<file path="config.mk">
export PLATFORM = sky130hd
export DESIGN_NAME = fetch_request_unit_flat
export DESIGN_NICKNAME = d
export VERILOG_FILES = /design/src/rtl/fetch_request_unit_pkg.sv /design/src/rtl/fetch_request_unit_if.sv /design/src/rtl/fetch_request_unit_next_pc_sel.sv /design/src/rtl/fetch_request_unit.sv /design/src/flat_wrapper.sv
export SDC_FILE = /design/constraint.sdc
export NUM_CORES = 1
export LEC_CHECK = 0
export ABC_AREA = 1
export BUFFER_PORTS_ARGS = -buffer_cell sky130_fd_sc_hd__buf_4
export CAP_MARGIN = 40
export CORE_ASPECT_RATIO = 1.25
export CORE_MARGIN = 2
export CORE_UTILIZATION = 40
export DETAILED_ROUTE_END_ITERATION = 7
export GPL_TIMING_DRIVEN = 0
export PLACE_DENSITY = 0.66
export SETUP_SLACK_MARGIN = 0.02
export SYNTH_ARGS = -nofsm -noshare
export SYNTH_HDL_FRONTEND = slang
export SYNTH_SLANG_ARGS = --single-unit
</file>
<file path="constraint.sdc">
create_clock -name CLK -period 5.99 [get_ports CLK]
set_input_delay 0.8985 -clock CLK [delete_from_list [all_inputs] [get_ports CLK]]
set_output_delay 0.8985 -clock CLK [all_outputs]
set_load 0.01 [all_outputs]
</file>
<file path="src/rtl/fetch_request_unit_pkg.sv">
// Shared CPU types: PC source select and fetch/request sequencer states.
package cpu_types_pkg;

    typedef enum logic [1:0] {
        PC_NEXT   = 2'd0,
        PC_BRANCH = 2'd1,
        PC_JUMP   = 2'd2,
        PC_JR     = 2'd3
    } pcsrc_t;

    typedef enum logic [1:0] {
        FRU_FETCH  = 2'd0,
        FRU_DATA   = 2'd1,
        FRU_HALTED = 2'd2
    } fru_state_t;

    localparam logic [31:0] PC_STEP = 32'd4;

endpackage

</file>
<file path="src/rtl/fetch_request_unit_if.sv">
// Memory-arbiter handshake between the fetch/request unit (master) and the arbiter (slave).
interface fetch_request_unit_if;

    logic        imemREN;
    logic [31:0] imemaddr;
    logic        ihit;
    logic        dmemREN;
    logic        dmemWEN;
    logic        dhit;

    modport master (
        output imemREN, imemaddr, dmemREN, dmemWEN,
        input  ihit, dhit
    );

    modport slave (
        input  imemREN, imemaddr, dmemREN, dmemWEN,
        output ihit, dhit
    );

endinterface

</file>
<file path="src/rtl/fetch_request_unit_next_pc_sel.sv">
// Combinational next-PC selection: sequential, branch, jump and register-jump targets.
module next_pc_sel
    import cpu_types_pkg::*;
(
    input  logic [31:0] pc,
    input  pcsrc_t      pcsrc,
    input  logic [15:0] br_imm,
    input  logic [25:0] j_addr,
    input  logic [31:0] jr_target,
    output logic [31:0] pc_plus4,
    output logic [31:0] next_pc
);

    logic [31:0] br_off;

    assign pc_plus4 = pc + PC_STEP;
    assign br_off   = {{14{br_imm[15]}}, br_imm, 2'b00};

    always_comb begin
        next_pc = pc_plus4;
        case (pcsrc)
            PC_NEXT:   next_pc = pc_plus4;
            PC_BRANCH: next_pc = pc_plus4 + br_off;
            PC_JUMP:   next_pc = {pc_plus4[31:28], j_addr, 2'b00};
            PC_JR:     next_pc = jr_target;
            default:   next_pc = pc_plus4;
        endcase
    end

endmodule

</file>
<file path="src/rtl/fetch_request_unit.sv">
// Fetch/data request sequencer: holds PC, gates fetch, holds data requests until hit.
// Optional wait-for-hit timeout flag enabled by defining FRU_TIMEOUT_EN.
module fetch_request_unit
    import cpu_types_pkg::*;
#(
    parameter logic [31:0] PC_RESET       = 32'h0000_0000,
    parameter int unsigned TIMEOUT_CYCLES = 255
) (
    input  logic                        CLK,
    input  logic                        nRST,
    input  logic                        cu_imemREN,
    input  logic                        cu_dmemreq,
    input  logic                        cu_dmemwreq,
    input  logic                        cu_halt,
    input  logic [1:0]                  cu_PCSrc,
    input  logic [15:0]                 br_imm,
    input  logic [25:0]                 j_addr,
    input  logic [31:0]                 jr_target,
    fetch_request_unit_if.master        mem,
    output logic [31:0]                 pc,
    output logic [31:0]                 pc_plus4,
    output logic                        halt,
    output logic                        req_timeout
);

    fru_state_t  state_q, state_d;
    logic [31:0] pc_q, pc_d;
    logic        dmem_ren_q, dmem_ren_d;
    logic        dmem_wen_q, dmem_wen_d;
    logic        halt_q, halt_d;
    logic        imem_ren;
    logic [31:0] next_pc;

    next_pc_sel u_next_pc_sel (
        .pc        (pc_q),
        .pcsrc     (pcsrc_t'(cu_PCSrc)),
        .br_imm    (br_imm),
        .j_addr    (j_addr),
        .jr_target (jr_target),
        .pc_plus4  (pc_plus4),
        .next_pc   (next_pc)
    );

    always_comb begin
        state_d    = state_q;
        pc_d       = pc_q;
        dmem_ren_d = dmem_ren_q;
        dmem_wen_d = dmem_wen_q;
        halt_d     = halt_q;
        imem_ren   = 1'b0;
        case (state_q)
            FRU_FETCH: begin
                imem_ren = cu_imemREN;
                if (mem.ihit) begin
                    // halt takes priority over any memory request of the same instruction
                    if (cu_halt) begin
                        state_d = FRU_HALTED;
                        halt_d  = 1'b1;
                    end else if (cu_dmemreq || cu_dmemwreq) begin
                        state_d    = FRU_DATA;
                        dmem_ren_d = cu_dmemreq;
                        dmem_wen_d = cu_dmemwreq;
                    end else begin
                        pc_d = next_pc;
                    end
                end
            end
            FRU_DATA: begin
                if (mem.dhit) begin
                    state_d    = FRU_FETCH;
                    dmem_ren_d = 1'b0;
                    dmem_wen_d = 1'b0;
                    pc_d       = next_pc;
                end
            end
            default: ;
        endcase
    end

    always_ff @(posedge CLK or negedge nRST) begin
        if (!nRST) begin
            state_q    <= FRU_FETCH;
            pc_q       <= PC_RESET;
            dmem_ren_q <= 1'b0;
            dmem_wen_q <= 1'b0;
            halt_q     <= 1'b0;
        end else begin
            state_q    <= state_d;
            pc_q       <= pc_d;
            dmem_ren_q <= dmem_ren_d;
            dmem_wen_q <= dmem_wen_d;
            halt_q     <= halt_d;
        end
    end

`ifdef FRU_TIMEOUT_EN
    logic [31:0] tmo_cnt_q, tmo_cnt_d;
    logic        req_timeout_q, req_timeout_d;
    logic        waiting;

    // A hit or state change restarts the count; it saturates once the flag is set.
    always_comb begin
        waiting       = ((state_q == FRU_FETCH) && !mem.ihit) ||
                        ((state_q == FRU_DATA)  && !mem.dhit);
        tmo_cnt_d     = '0;
        req_timeout_d = req_timeout_q;
        if (waiting) begin
            tmo_cnt_d = (tmo_cnt_q < TIMEOUT_CYCLES) ? tmo_cnt_q + 32'd1 : tmo_cnt_q;
            if (tmo_cnt_q + 32'd1 >= TIMEOUT_CYCLES) begin
                req_timeout_d = 1'b1;
            end
        end
    end

    always_ff @(posedge CLK or negedge nRST) begin
        if (!nRST) begin
            tmo_cnt_q     <= '0;
            req_timeout_q <= 1'b0;
        end else begin
            tmo_cnt_q     <= tmo_cnt_d;
            req_timeout_q <= req_timeout_d;
        end
    end

    assign req_timeout = req_timeout_q;
`else
    logic unused_timeout_cfg;
    assign unused_timeout_cfg = ^TIMEOUT_CYCLES;
    assign req_timeout        = 1'b0;
`endif

    assign mem.imemREN  = imem_ren;
    assign mem.imemaddr = pc_q;
    assign mem.dmemREN  = dmem_ren_q;
    assign mem.dmemWEN  = dmem_wen_q;
    assign pc           = pc_q;
    assign halt         = halt_q;

endmodule
</file>
<file path="src/flat_wrapper.sv">
// flat-port wrapper written by rule: the top's interface ports become plain ports
module fetch_request_unit_flat import cpu_types_pkg::*;
#(
    parameter logic [31:0] PC_RESET       = 32'h0000_0000,
    parameter int unsigned TIMEOUT_CYCLES = 255
)
  (CLK, nRST, cu_imemREN, cu_dmemreq, cu_dmemwreq, cu_halt, cu_PCSrc, br_imm, j_addr, jr_target, pc, pc_plus4, halt, req_timeout, mem_imemREN, mem_imemaddr, mem_dmemREN, mem_dmemWEN, mem_ihit, mem_dhit);
  fetch_request_unit_if mem_i ();
  input  logic CLK;
  input  logic nRST;
  input  logic cu_imemREN;
  input  logic cu_dmemreq;
  input  logic cu_dmemwreq;
  input  logic cu_halt;
  input  logic [1:0] cu_PCSrc;
  input  logic [15:0] br_imm;
  input  logic [25:0] j_addr;
  input  logic [31:0] jr_target;
  output logic [31:0] pc;
  output logic [31:0] pc_plus4;
  output logic halt;
  output logic req_timeout;
  output wire logic [$bits(mem_i.imemREN)-1:0] mem_imemREN;
  output wire logic [$bits(mem_i.imemaddr)-1:0] mem_imemaddr;
  output wire logic [$bits(mem_i.dmemREN)-1:0] mem_dmemREN;
  output wire logic [$bits(mem_i.dmemWEN)-1:0] mem_dmemWEN;
  input wire logic [$bits(mem_i.ihit)-1:0] mem_ihit;
  input wire logic [$bits(mem_i.dhit)-1:0] mem_dhit;
  assign mem_imemREN = mem_i.imemREN;
  assign mem_imemaddr = mem_i.imemaddr;
  assign mem_dmemREN = mem_i.dmemREN;
  assign mem_dmemWEN = mem_i.dmemWEN;
  assign mem_i.ihit = mem_ihit;
  assign mem_i.dhit = mem_dhit;
  fetch_request_unit #(.PC_RESET(PC_RESET), .TIMEOUT_CYCLES(TIMEOUT_CYCLES)) u_core (.CLK(CLK), .nRST(nRST), .cu_imemREN(cu_imemREN), .cu_dmemreq(cu_dmemreq), .cu_dmemwreq(cu_dmemwreq), .cu_halt(cu_halt), .cu_PCSrc(cu_PCSrc), .br_imm(br_imm), .j_addr(j_addr), .jr_target(jr_target), .mem(mem_i), .pc(pc), .pc_plus4(pc_plus4), .halt(halt), .req_timeout(req_timeout));
endmodule
</file>
==> run_results.csv <==
group,metric,value,unit
sta,tns,0,ns
sta,setup_violations,0,
clock_network,cts_hold_buffers,0,
routing,viasPerCell,4.98,
power_and_ir_drop,leakage,4.27,nW
cells_and_area,area_growth,31.0,%
synthesis,yosysSeqAreaShare,16.6,%
sta,fin_crit_sh,57.5,%
cells_and_area,antenna_cells,0,
routing,drt_iter0_drc,433,
cells_and_area,final.fill_count,1505,
cells_and_area,fin_cells,1329,
min_path,hp-class,"register to register",
sta,tightest_slew,0.675,ns
synthesis,syn_inst,964,
grt,grt_antenna_before_repair,0,
routing,dr.pass1.iters,5,
floorplan,die_height,136,um
placement,port_buffers,182,
synthesis,yosys-top-cells-count,"nand2_1, inv_1, nor2_1",
sta,hold_viol_final,0,
synthesis,yosysMostFrequentCell,"nand2_1",
synthesis,yosys_warnings,0,
critical_path,cp_max_fo,6,
sta,slew_violations,0,
floorplan,die-area,14900,um2
routing,drc_errors,0,
clock_network,cts_sinks,37,
synthesis,synth-seq-cells,37,
routing,vias,6617,
floorplan,rows,48,
critical_path,slowest_delay,0.44,ns
critical_path,crit_type,"register to register",
synthesis,synth.distinct_cells,46,
sta,fin_skew,0.00505,ns
sta,maxSlewHeadroom,55.0,%
placement,gp_congestion,0.935,
critical_path,cp-start-kind,"register",
job,cap_violations,0,
synthesis,synthTopCellsByArea,"nand2_1, dfrtp_1, inv_1",
synthesis,synth_edf_count,0,
critical_path,arrival,3.61,ns
critical_path,required,6.16,ns
placement,dp.cells,1321,
sta,fin_crit,3.45,ns
synthesis,syn_area,5580,um2
clock_network,cts.path.max_buffers,2,
clock_network,cts_tree,"done",
clock_network,clk_pin_slew,0.06,ns
clock_network,cts_root_buffer,"clkbuf_16",
floorplan,core_area,13700,um2
critical_path,path_cells,"ha_1, inv_1, nor2_4, nand2_4, nor2_1, xor2_1, ha_1, a21oi_1, nand2_1, a21oi_1, nand2_1, or2_2, nand3_1, nand2_1, o211ai_1, nand2_1",
grt,grt_pass1_wl,31600,um
critical_path,crit_slowest_cell,"dfrtp_1",
critical_path,crit_path_frequent_cell,"nand2_1",
power_and_ir_drop,powerDensity,117,nW/um2
grt,grt_pass1_vias,6210,
critical_path,critPathCaptureType,"register",
floorplan,ioPinCount,185,
cells_and_area,final_nets,1274,
clock_network,cts_buffers,5,
critical_path,critPathBufInv,1,
cells_and_area,layout-drive-gt1-share,23.9,%
outcome,status,"completed",
sta,fmax,290,MHz
power_and_ir_drop,power,854,uW
clock_network,cts-resized-gates,0,
routing,wl,20600,um
clock_network,h-tree-depth,2,
grt,grt_start_max_net_pins,38,
synthesis,syn_avg_cell_area,5.79,um2
grt,grt_overflow_total,0,
synthesis,synthArstFlopShare,100,%
synthesis,syn_nets,1085,
power_and_ir_drop,ir_drop,135,uV
sta,rsz0062_at_grt,"false",
clock_network,post_cts_buffers,0,
synthesis,synth_top_cell_by_area,"nand2_1",
floorplan,start_util,40.7,%
synthesis,synthDominantCellAreaShare,22.7,%
routing,final_antenna_net_count,0,
routing,wl_per_cell,15.5,um
placement,dp.final_hpwl,17400,um
clock_network,clk_latency,0.29,ns
floorplan,die_x,110,um
critical_path,crit_family,"simple AND/OR/NAND/NOR gates",
grt,grt_use_total,28.0,%
synthesis,synthFlopType,"dfrtp_1",
[cell usage in the layout, fill, tap and decap left out, types with 9 or more instances in the layout]
cell | Yosys | routed
xnor2_1 | 9 | 9
inv_1 | 152 | 152
nor2_1 | 77 | 77
nand2_1 | 338 | 338
a221oi_1 | 12 | 12
ha_1 | 36 | 36
buf_4 | 35 | 217
xor2_1 | 12 | 12
a21oi_1 | 42 | 42
nand3_1 | 58 | 58
dfrtp_1 | 37 | 37
nand2_2 | 9 | 9
o21ai_0 | 34 | 34
o21ai_1 | 9 | 9
nand4_1 | 17 | 17
[cell families after synthesis]
| logic type | synth area share [%] |
|---|---|
| simple gates | 40.7 |
| buf+inv | 17.4 |
| compound gates | 13.3 |
| fa+ha+maj | 8.43 |
| flops | 16.6 |
| xor+xnor | 3.59 |
| other cells | 0.0672 |
[report_power, final]
| group | internal, mW | total [mW] | switching, mW |
|---|---|---|---|
| clock network | 0.153 | 0.260 | 0.107 |
| registers | 0.257 | 0.271 | 0.0140 |
| logic | 0.136 | 0.323 | 0.186 |
| total | 0.546 | 0.854 | 0.308 |
[state kept, by name, indices dropped and copies added, names as in the netlist]
name                 cells
u_core.state_q           2
u_core.mem.dmemREN       1
u_core.mem.dmemWEN       1
u_core.halt              1
u_core.mem.imemaddr     32
[worst reg2reg max path, cell delays in order, from the launching register on]
cell,delay (ns)
dfrtp_1,0.44
ha_1,0.22
inv_1,0.07
nor2_4,0.16
nand2_4,0.09
nor2_1,0.22
xor2_1,0.44
ha_1,0.39
a21oi_1,0.23
nand2_1,0.10
a21oi_1,0.12
nand2_1,0.18
or2_2,0.33
nand3_1,0.10
nand2_1,0.06
o211ai_1,0.11
nand2_1,0.07
[per-stage QoR]
stage               util [%]  setup WS [ns]  hold WS [ns]  instance area [um2]
global placement        52.3           2.57         0.454                 7160
global route            53.4           2.27         0.543                 7310
finish                  53.4           2.54         0.495                 7310
CTS                     53.4           2.55         0.498                 7310
detailed placement      52.3           2.59         0.476                 7160
floorplan                  -           3.14         0.500                 5580
[layout make-up]
type                            instances  area, um2  share of cell area, %
Clock buffer                            5        125                   1.71
Sequential cell                        37        926                   12.7
Timing Repair Buffer                  182       1370                   18.7
Buffer                                 54        375                   5.14
Multi-Input combinational cell        715       3680                   50.4
Clock inverter                          3       17.5                  0.240
Tap cell                              175        219                   3.00
Inverter                              158        593                   8.12
[per-layer routing]
| layer | share of wire [%] | GRT usage, % | vias up |
|---|---|---|---|
| met1 | 44 | 37.1 | 3016 |
| li1 | - | - | 3381 |
| met2 | 49 | 47.8 | 187 |
| met3 | 4.7 | 2.16 | 33 |
| met4 | 2.6 | 8.86 | 0 |
| met5 | 0 | 0 | - |
[final timing paths]
| path | to | slack [ns] | cells past startpoint | startpoint |
|---|---|---|---|---|
| setup / recovery | u_core.mem.imemaddr[15] | 2.54 | 16 | u_core.mem.imemaddr[2] |
| max in group asynchronous | u_core.mem.imemaddr[27] | 5.08 | 1 | nRST |
| setup reg to reg | u_core.mem.imemaddr[15] | 2.54 | 16 | u_core.mem.imemaddr[2] |
| hold / removal | u_core.halt | 0.49 | 2 | u_core.halt |
| min in group asynchronous | u_core.mem.imemaddr[4] | 0.57 | 1 | nRST |
| hold reg to reg | u_core.halt | 0.49 | 2 | u_core.halt |
(Power assumes the default switching activity.)
